===== config.mk =====
export PLATFORM = sky130hd
export DESIGN_NAME = regfile_wr_arbiter_flat
export DESIGN_NICKNAME = d
export VERILOG_FILES = /design/src/rtl/regfile_wr_arbiter_if.sv /design/src/rtl/regfile_wr_arbiter.sv /design/src/flat_wrapper.sv
export SDC_FILE = /design/constraint.sdc
export NUM_CORES = 1
export LEC_CHECK = 0
export ABC_CLOCK_PERIOD_IN_PS = 1700
export BUFFER_PORTS_ARGS = -buffer_cell sky130_fd_sc_hd__buf_2
export CAP_MARGIN = 20
export CORE_MARGIN = 2
export CORE_UTILIZATION = 40
export CTS_BUF_LIST = sky130_fd_sc_hd__clkbuf_8
export CTS_CLUSTER_SIZE = 25
export DETAILED_ROUTE_END_ITERATION = 8
export PLACE_DENSITY = 0.74
export SLEW_MARGIN = 0
export SYNTH_ARGS = -nofsm -noshare
export SYNTH_HDL_FRONTEND = slang
export SYNTH_SLANG_ARGS = --single-unit

===== constraint.sdc =====
create_clock -name clk -period 1.7 [get_ports clk]
set_input_delay 0.17 -clock clk [delete_from_list [all_inputs] [get_ports clk]]
set_output_delay 0.17 -clock clk [all_outputs]
set_load 0.02 [all_outputs]

===== src/rtl/regfile_wr_arbiter_if.sv =====
// rtl/regfile_wr_arbiter_if.sv - writeback/debug request and register-file write port bundle
interface regfile_wr_arbiter_if #(
  parameter int AW = 5,
  parameter int DW = 32
);
  logic          wb_wen;
  logic [AW-1:0] wb_addr;
  logic [DW-1:0] wb_data;
  logic          wb_stall;
  logic          dbg_valid;
  logic [AW-1:0] dbg_addr;
  logic [DW-1:0] dbg_data;
  logic          dbg_ready;
  logic          init_done;
  logic          rf_wen;
  logic [AW-1:0] rf_addrW;
  logic [DW-1:0] rf_dataW;

  modport master (
    output wb_wen, wb_addr, wb_data, dbg_valid, dbg_addr, dbg_data,
    input  wb_stall, dbg_ready, init_done, rf_wen, rf_addrW, rf_dataW
  );

  modport slave (
    input  wb_wen, wb_addr, wb_data, dbg_valid, dbg_addr, dbg_data,
    output wb_stall, dbg_ready, init_done, rf_wen, rf_addrW, rf_dataW
  );
endinterface


===== src/rtl/regfile_wr_arbiter.sv =====
// rtl/regfile_wr_arbiter.sv - register file write-port owner: clear-on-reset, wb priority, bounded debug wait
module regfile_wr_arbiter #(
  parameter int NREGS       = 32,
  parameter int AW          = 5,
  parameter int DW          = 32,
  parameter int DBG_MAXWAIT = 8
) (
  input  logic                clk,
  input  logic                rst,
  regfile_wr_arbiter_if.slave bus
);

  localparam int SW = $clog2(DBG_MAXWAIT + 1);

  typedef enum logic [1:0] {S_INIT, S_RUN, S_FORCE} state_t;

  state_t        state, state_n;
  logic [AW:0]   cnt, cnt_n;
  logic [SW-1:0] starve, starve_n;
  logic          rf_wen_q, rf_wen_n;
  logic [AW-1:0] rf_addr_q, rf_addr_n;
  logic [DW-1:0] rf_data_q, rf_data_n;
  logic          wb_stall_q;
  logic          init_done_q;
  logic          dbg_ready_c;
  logic          wb_req;

  // A write to x0 is not a real request, so debug may use that slot.
  assign wb_req = bus.wb_wen && (bus.wb_addr != '0);

  always_comb begin
    state_n     = state;
    cnt_n       = cnt;
    starve_n    = starve;
    rf_wen_n    = 1'b0;
    rf_addr_n   = rf_addr_q;
    rf_data_n   = rf_data_q;
    dbg_ready_c = 1'b0;
    case (state)
      S_INIT: begin
        rf_wen_n  = 1'b1;
        rf_addr_n = cnt[AW-1:0];
        rf_data_n = '0;
        cnt_n     = cnt + 1'b1;
        if (cnt == (AW+1)'(NREGS - 1)) state_n = S_RUN;
      end
      S_RUN: begin
        if (wb_req) begin
          rf_wen_n  = 1'b1;
          rf_addr_n = bus.wb_addr;
          rf_data_n = bus.wb_data;
          if (bus.dbg_valid) begin
            starve_n = (starve == SW'(DBG_MAXWAIT)) ? starve : starve + 1'b1;
            if (starve_n == SW'(DBG_MAXWAIT)) state_n = S_FORCE;
          end else begin
            starve_n = '0;
          end
        end else if (bus.dbg_valid) begin
          dbg_ready_c = 1'b1;
          rf_wen_n    = (bus.dbg_addr != '0);
          rf_addr_n   = bus.dbg_addr;
          rf_data_n   = bus.dbg_data;
          starve_n    = '0;
        end else begin
          starve_n = '0;
        end
      end
      S_FORCE: begin
        // The pipeline is stalled this cycle; its held request is served next cycle.
        if (bus.dbg_valid) begin
          dbg_ready_c = 1'b1;
          rf_wen_n    = (bus.dbg_addr != '0);
          rf_addr_n   = bus.dbg_addr;
          rf_data_n   = bus.dbg_data;
        end
        starve_n = '0;
        state_n  = S_RUN;
      end
      default: state_n = S_INIT;
    endcase
  end

  always_ff @(posedge clk) begin
    if (rst) begin
      state       <= S_INIT;
      cnt         <= '0;
      starve      <= '0;
      rf_wen_q    <= 1'b0;
      rf_addr_q   <= '0;
      rf_data_q   <= '0;
      wb_stall_q  <= 1'b1;
      init_done_q <= 1'b0;
    end else begin
      state       <= state_n;
      cnt         <= cnt_n;
      starve      <= starve_n;
      rf_wen_q    <= rf_wen_n;
      rf_addr_q   <= rf_addr_n;
      rf_data_q   <= rf_data_n;
      wb_stall_q  <= (state_n != S_RUN);
      init_done_q <= (state_n != S_INIT);
    end
  end

  assign bus.dbg_ready = dbg_ready_c;
  assign bus.wb_stall  = wb_stall_q;
  assign bus.init_done = init_done_q;
  assign bus.rf_wen    = rf_wen_q;
  assign bus.rf_addrW  = rf_addr_q;
  assign bus.rf_dataW  = rf_data_q;

endmodule


===== src/flat_wrapper.sv =====
// flat-port wrapper written by rule: the top's interface ports become plain ports
module regfile_wr_arbiter_flat 
#(
  parameter int NREGS       = 32,
  parameter int AW          = 5,
  parameter int DW          = 32,
  parameter int DBG_MAXWAIT = 8
)
  (clk, rst, bus_wb_wen, bus_wb_addr, bus_wb_data, bus_dbg_valid, bus_dbg_addr, bus_dbg_data, bus_wb_stall, bus_dbg_ready, bus_init_done, bus_rf_wen, bus_rf_addrW, bus_rf_dataW);
  regfile_wr_arbiter_if #(.AW(AW), .DW(DW)) bus_i ();
  input  logic clk;
  input  logic rst;
  input wire logic [$bits(bus_i.wb_wen)-1:0] bus_wb_wen;
  input wire logic [$bits(bus_i.wb_addr)-1:0] bus_wb_addr;
  input wire logic [$bits(bus_i.wb_data)-1:0] bus_wb_data;
  input wire logic [$bits(bus_i.dbg_valid)-1:0] bus_dbg_valid;
  input wire logic [$bits(bus_i.dbg_addr)-1:0] bus_dbg_addr;
  input wire logic [$bits(bus_i.dbg_data)-1:0] bus_dbg_data;
  output wire logic [$bits(bus_i.wb_stall)-1:0] bus_wb_stall;
  output wire logic [$bits(bus_i.dbg_ready)-1:0] bus_dbg_ready;
  output wire logic [$bits(bus_i.init_done)-1:0] bus_init_done;
  output wire logic [$bits(bus_i.rf_wen)-1:0] bus_rf_wen;
  output wire logic [$bits(bus_i.rf_addrW)-1:0] bus_rf_addrW;
  output wire logic [$bits(bus_i.rf_dataW)-1:0] bus_rf_dataW;
  assign bus_i.wb_wen = bus_wb_wen;
  assign bus_i.wb_addr = bus_wb_addr;
  assign bus_i.wb_data = bus_wb_data;
  assign bus_i.dbg_valid = bus_dbg_valid;
  assign bus_i.dbg_addr = bus_dbg_addr;
  assign bus_i.dbg_data = bus_dbg_data;
  assign bus_wb_stall = bus_i.wb_stall;
  assign bus_dbg_ready = bus_i.dbg_ready;
  assign bus_init_done = bus_i.init_done;
  assign bus_rf_wen = bus_i.rf_wen;
  assign bus_rf_addrW = bus_i.rf_addrW;
  assign bus_rf_dataW = bus_i.rf_dataW;
  regfile_wr_arbiter #(.NREGS(NREGS), .AW(AW), .DW(DW), .DBG_MAXWAIT(DBG_MAXWAIT)) u_core (.clk(clk), .rst(rst), .bus(bus_i));
endmodule

==> results of run 1 <==
==> sequential cells by signal (all words and copies together), names as in the netlist <==
| signal | count |
|---|---|
| u_core.bus.rf_dataW | 32 |
| u_core.bus.init_done | 1 |
| u_core.bus.wb_stall | 1 |
| u_core.bus.rf_addrW | 5 |
| u_core.bus.rf_wen | 1 |
| u_core.state | 2 |
| u_core.starve | 4 |
| u_core.cnt | 6 |
==> worst max-delay path by stage <==
stage	endpoint	slack, ns
detailed placement	u_core.bus.rf_dataW[11]	-0.28
floorplan	u_core.bus.rf_dataW[19]	-0.1
global route	u_core.bus.init_done	-0.09
finish	bus_dbg_ready	-0.06
CTS	bus_dbg_ready	-0.10
global placement	u_core.bus.rf_dataW[28]	-0.22
==> layout make-up <==
type / count / area, µm² / area share, %
Sequential cell: 52 / 1050 / 22.5
Clock buffer: 5 / 68.8 / 1.48
Multi-Input combinational cell: 268 / 2220 / 47.8
Timing Repair Buffer: 165 / 1100 / 23.7
Inverter: 11 / 41.3 / 0.889
Tap cell: 102 / 128 / 2.75
Clock inverter: 3 / 38.8 / 0.835
==> layer usage <==
metal  global-route usage (%)  wire, µm  vias up
met5                        0         0        -
met4                     8.94       199        0
met3                     4.01       564       19
met2                     35.5      4770      125
met1                     25.5      3990     1561
li1                         -         -     1611
==> per-stage QoR <==
stage                     utilization [%]  total power [mW]
after floorplan                         -              1.48
after global placement               52.9              1.61
after CTS                            56.5              2.50
final                                59.8              2.50
after global routing                 59.8              2.61
after detailed placement             52.9              1.63
==> timing repair <==
action	in CTS	in global routing
cloned	2	0
hold buffers	0	0
pin swaps	6	7
gates resized for setup	18	52
endpoints found under the setup margin	8	40
buffers inserted	5	10
hold endpoints to repair	0	0
==> power groups by stage <==
stage	combinational [mW]	sequential [mW]	clock (mW)
5_1_grt	0.439	1.24	0.930
2_1_floorplan	0.206	1.27	0
4_1_cts	0.381	1.24	0.882
3_5_place_dp	0.361	1.26	0
6_report	0.408	1.24	0.858
3_3_place_gp	0.349	1.26	0
==> tightest hold or removal path, cell delays in order <==
cell and delay, ns:
buf_2 0.12, nor2_2 0.06, nand2_1 0.08, a21oi_1 0.05
==> cells in the final DEF, fill, tap and decap left out, drive strengths merged, types with 2 or more instances in the layout <==
cell	Yosys	final
buf	7	164
mux2	64	64
dfxtp	52	52
nand2	48	48
o21ai	43	43
a22oi	32	32
inv	11	12
a21oi	9	9
nor2	8	8
a311oi	7	7
ha	7	7
nand3b	6	6
nor2b	6	6
a221oi	5	5
clkbuf	22	5
xor2	4	4
and3b	2	2
a21o	2	2
o21a	2	2
nand4	2	2
or4	2	2
a21bo	2	2
nor3	2	2
==> cell families (layout without fill, tap and decap cells) <==
logic type	after synthesis	in the layout
mux	65	65
buf+inv	40	184
xor+xnor	5	5
fa+ha+maj	7	7
compound gates	108	108
simple gates	83	83
flops	52	52
==> synth_stat cells, drive strengths merged, types with 4 or more instances <==
cell / number
inv: 11
a221oi: 5
a21oi: 9
clkbuf: 22
xor2: 4
nand3b: 6
mux2: 64
nor2: 8
nand2: 48
dfxtp: 52
nor2b: 6
o21ai: 43
a311oi: 7
a22oi: 32
buf: 7
ha: 7
==> results.tsv, run 1 <==
stage	metric	value	unit
detailed_routing	vias_per_cell	5.47	
power	power_leakage	1.92	nW
timing	skew	0.00597	ns
detailed_routing	drc_errors	0	
die	io_pins	119	
die	start_util	41.6	%
logic_synthesis	synthFlopType	dfxtp_1	
critical_path	worstPathArrival	1.59	ns
logic_synthesis	synth_xor_area_share	1.36	%
detailed_routing	dr.pass1.iters	4	
power	powerDensity	539	mW/mm²
place	gp_congestion	0.883	
timing	max_freq	570	MHz
die	die-area	0.00881	mm²
place	port-buffer-count	118	
detailed_routing	drt_wl_total	9530	µm
power	p_int	1.90	mW
place	hpwl	6210	µm
run_status	status	complete, but fails checks	
power	p_sw	0.605	mW
timing	fin_crit_sh	103	%
clock_tree	cts_tree	built	
power	switching_share	24.2	%
clock_tree	clkLatencyLatePin	0.30	ns
timing	finalCriticalPeriod	1.76	ns
global_route	antenna_found_initial	0	
logic_synthesis	syn_area_per_cell	8.97	µm²
logic_synthesis	synth_top_area_share	32.2	%
timing	fin_hold_ws	0.215	ns
finish	drive_above_1_share	56.9	%
min_path	hold_end	u_core.state[0]	
clock_tree	h-tree-depth	2	
clock_tree	clk_pin_slew	0.10	ns
clock_tree	clock-sinks	52	
logic_synthesis	synthTopCellsByArea	dfxtp_1 (32%), mux2_2 (22%), a22oi_1 (7.4%), o21ai_0 (5.7%), nand2_1 (5.6%)	
critical_path	endpoint_kind	output pin	
critical_path	slowest_delay	0.55	ns
power	power_frac_clock	34.3	%
critical_path	ff2ff_setup_slack	-0.04	ns
finish	fill_cells	680	
clock_tree	numCtsBuffers	5	
die	rows	32	
detailed_routing	wl_per_cell	15.7	µm
power	ir_worst_vdd	0.288	mV
finish	diodes	0	
logic_synthesis	synth_top_family_by_area	compound AO/OA/AOI/OAI gates	
timing	finalSetupViolations	4	
run_status	failed_checks	negative setup slack	
power	p_comb_share	16.3	%
logic_synthesis	ys_ff_latch	52	
logic_synthesis	yosysWarnings	0	
place	pre_cts_slack	-0.275	ns
place	dp.cells	582	
finish	design_area	0.00464	mm²
critical_path	crit_start	bus_wb_addr[4]	
place	placed_cell_area	0.00411	mm²
detailed_routing	vias	3316	
logic_synthesis	synth_area	0.00323	mm²
critical_path	crit_chain	buf_6 > or4_4 > o21ai_4 > buf_12 > a21oi_4 > and3b_2 > buf_6	
timing	rsz0062_at_grt	true	
logic_synthesis	async_reset_ff_share	0	%
logic_synthesis	syn_inst	360	
global_route	grt_pass1_vias	3140	
min_path	holdPathStages	4	
power	seq_power_share	49.4	%
die	core	0.00777	mm²
timing	slew_headroom	73.6	%
logic_synthesis	yosysSeqAreaShare	32.2	%
global_route	grt_usage	20.8	%
logic_synthesis	synth_area_leader_cell	dfxtp_1	
flow_run	max_cap_viol_count	0	
timing	setup_ws	-0.0552	ns
clock_tree	ctsRootBufferMaster	clkbuf_8	
critical_path	reg2regPathDepth	7	
critical_path	crit_type	in -> out	
critical_path	crit_fanout	3	
critical_path	required	1.53	ns
logic_synthesis	synth_edf_count	0	
critical_path	worst_path_dominant_cell_family	simple AND/OR/NAND/NOR gates	
critical_path	path_depth	7	
timing	slew_viol_final	0	
critical_path	cp_num_buf_inv	3	
logic_synthesis	syn-num-nets	445	
timing	fin_setup_tns	-0.156	ns
logic_synthesis	synth_compound_area_share	23.2	%
min_path	min_path_type	in -> reg	
critical_path	rr_startpoint	u_core.starve[1]	
logic_synthesis	synth.area.mux_share	22.6	%
logic_synthesis	ys_types	44	
min_path	hold_start	rst	
global_route	overflow	0	
finish	nets	588	
critical_path	start_kind	input pin	
die	chipHeight	93.8	µm
critical_path	cpMostUsedCell	buf_6	
timing	final-hold-violation-count	0	
timing	worst_slew_pin_slew	0.394	ns
logic_synthesis	synth-simple-area-share	12.4	%
global_route	grt_first_pass_wirelength	14800	µm
clock_tree	clock_path_buffers	2	
logic_synthesis	synthAdderAreaFrac	2.71	%
detailed_routing	final_antenna_net_count	0	
detailed_routing	drtIter0Drc	107	
finish	syn2layout_area_growth	43.9	%
die	die_width	93.8	µm
critical_path	slowest_stage	or4_4	
global_route	grt_max_degree	33	
critical_path	regToRegEndpoint	u_core.bus.wb_stall	
finish	stdcell_count	606	
No activity file was read; power rests on OpenSTA's default activity.
==> run 2, diff against run 1 <==
--- a/config.mk
+++ b/config.mk
@@ -8,7 +8,7 @@
 export ABC_CLOCK_PERIOD_IN_PS = 1700
 export BUFFER_PORTS_ARGS = -buffer_cell sky130_fd_sc_hd__buf_2
 export CAP_MARGIN = 20
-export CORE_MARGIN = 2
+export CORE_MARGIN = 1.5
 export CORE_UTILIZATION = 40
 export CTS_BUF_LIST = sky130_fd_sc_hd__clkbuf_8
 export CTS_CLUSTER_SIZE = 25
==> run 2 against run 1 <==
- the run still ends with negative setup slack left
- worst hold slack better by 0.039 ns
- sequential cell count stayed put
- die area fell by 2.1%
- critical path type unchanged
- via count down 3.1%
==> results.tsv, run 2 (synthesis results as in run 1) <==
stage	metric	value	unit
die	die-area	0.00862	mm²
die	core	0.00777	mm²
timing	max_freq	562	MHz
finish	nets	581	
critical_path	worstPathArrival	1.61	ns
clock_tree	cts_tree	built	
clock_tree	clock-sinks	52	
place	gp_congestion	0.861	
power	ir_worst_vdd	0.278	mV
detailed_routing	drtIter0Drc	127	
place	port-buffer-count	118	
global_route	grt_usage	19.7	%
finish	design_area	0.00448	mm²
detailed_routing	vias	3213	
clock_tree	numCtsBuffers	5	
die	die_width	92.8	µm
power	power_leakage	1.85	nW
die	rows	32	
detailed_routing	wl_per_cell	15.0	µm
critical_path	crit_fanout	3	
die	start_util	41.6	%
clock_tree	h-tree-depth	2	
finish	largest_reg_flops	32	
detailed_routing	vias_per_cell	5.37	
timing	finalCriticalPeriod	1.78	ns
clock_tree	clock_path_buffers	2	
detailed_routing	drt_wl_total	8950	µm
timing	worst_slew_pin_slew	0.450	ns
clock_tree	ctsRootBufferMaster	clkbuf_8	
finish	drive_above_1_share	55.8	%
power	p_total	2.29	mW
critical_path	worst_path_dominant_cell_family	simple AND/OR/NAND/NOR gates	
finish	layout_commonest_cell	buf_2	
critical_path	slowest_delay	0.54	ns
timing	finalSetupViolations	12	
global_route	grt_pass1_vias	3071	
critical_path	cp_num_buf_inv	3	
die	io_pins	119	
finish	syn2layout_area_growth	38.8	%
timing	rsz0062_at_grt	true	
critical_path	cpMostUsedCell	buf_6	
critical_path	slowest_stage	or4_4	
global_route	antenna_found_initial	0	
timing	final-hold-violation-count	0	
detailed_routing	dr.pass1.iters	4	
die	chipHeight	92.8	µm
timing	fin_setup_tns	-0.321	ns
detailed_routing	final_antenna_net_count	0	
clock_tree	clkLatencyLatePin	0.30	ns
global_route	grt_first_pass_wirelength	13800	µm
clock_tree	cts.hold.buffers_added	0	
timing	setup_ws	-0.0801	ns
place	placed_cell_area	0.00412	mm²
clock_tree	clk_pin_slew	0.09	ns
critical_path	crit_type	in -> out	
timing	slew_viol_final	0	
timing	skew	0.00685	ns
global_route	overflow	0	
power	powerDensity	512	mW/mm²
critical_path	required	1.53	ns
run_status	status	complete, but fails checks	
finish	diodes	0	
critical_path	start_kind	input pin	
min_path	min_path_type	in -> reg	
finish	final_cell_mix	buf_2 (116), mux2_2 (61), nand2_1 (48), dfxtp_1 (48), buf_4 (33)	
detailed_routing	drc_errors	0	
timing	slew_headroom	69.8	%
finish	final_core_util	57.7	%
critical_path	crit_chain	buf_6 > or4_4 > o21ai_4 > buf_12 > a21oi_4 > and3b_2 > buf_6	
flow_run	max_cap_viol_count	0	
place	hpwl	6350	µm
run_status	failed_checks	negative setup slack	
global_route	grt_max_degree	22	
critical_path	endpoint_kind	output pin	
timing	fin_crit_sh	105	%
## run 2: timing repair
action,CTS,global route
resized for setup,18,42
setup endpoints to repair,6,31
endpoints found under the hold margin,0,0
setup buffers,5,3
pin swaps,6,7
## run 2: path summary, 6_finish.rpt
path | start | endpoint | slack (ns) | cells past startpoint
max | bus_wb_addr[4] | bus_dbg_ready | -0.08 | 7
min | bus_wb_data[5] | u_core.bus.rf_dataW[5] | 0.25 | 4
max reg2reg | u_core.starve[1] | u_core.bus.init_done | 0.03 | 8
min reg2reg | u_core.bus.rf_dataW[27] | u_core.bus.rf_dataW[27] | 0.46 | 2
## run 2: worst reg2reg max path, delay by kind of cell (launching register included)
kind            cells  cell delay (ns)
fa+ha+maj           1             0.16
simple gates        1             0.30
flops               1             0.36
compound gates      4             0.51
buf+inv             2             0.23
## run 2: final cells by class
class	count	area, µm²
flip-flops and latches	52	1050
repair buffers	158	965
well taps	102	128
multi-input cells	268	2220
fillers	734	3290
clock buffers	5	68.8
clock inverters	2	12.5
inverters	11	41.3
## run 2: where the power goes
group	switching [mW]	total, mW	leakage (nW)	internal [mW]
logic	0.163	0.388	1.39	0.225
clock network	0.390	0.670	0.0400	0.280
registers	0.00778	1.23	0.422	1.23
## run 2: per-stage QoR
| step | cells | hold WS (ns) | setup slack (ns) |
|---|---|---|---|
| 3_5_place_dp | 585 | 0.458 | -0.290 |
| 2_1_floorplan | 360 | 0.453 | -0.0984 |
| 6_report | 598 | 0.254 | -0.0801 |
| 5_1_grt | 598 | 0.248 | -0.0972 |
| 4_1_cts | 597 | 0.251 | -0.0946 |
| 3_3_place_gp | 585 | 0.450 | -0.240 |
## run 2: layer usage
layer  wire length (µm)  track usage [%]  share of wire (%)
met1               3830             22.7                 43
met2               4550             37.2                 51
met3                430             3.28                4.8
met4                131             4.80                1.5
met5                  0                0                  0
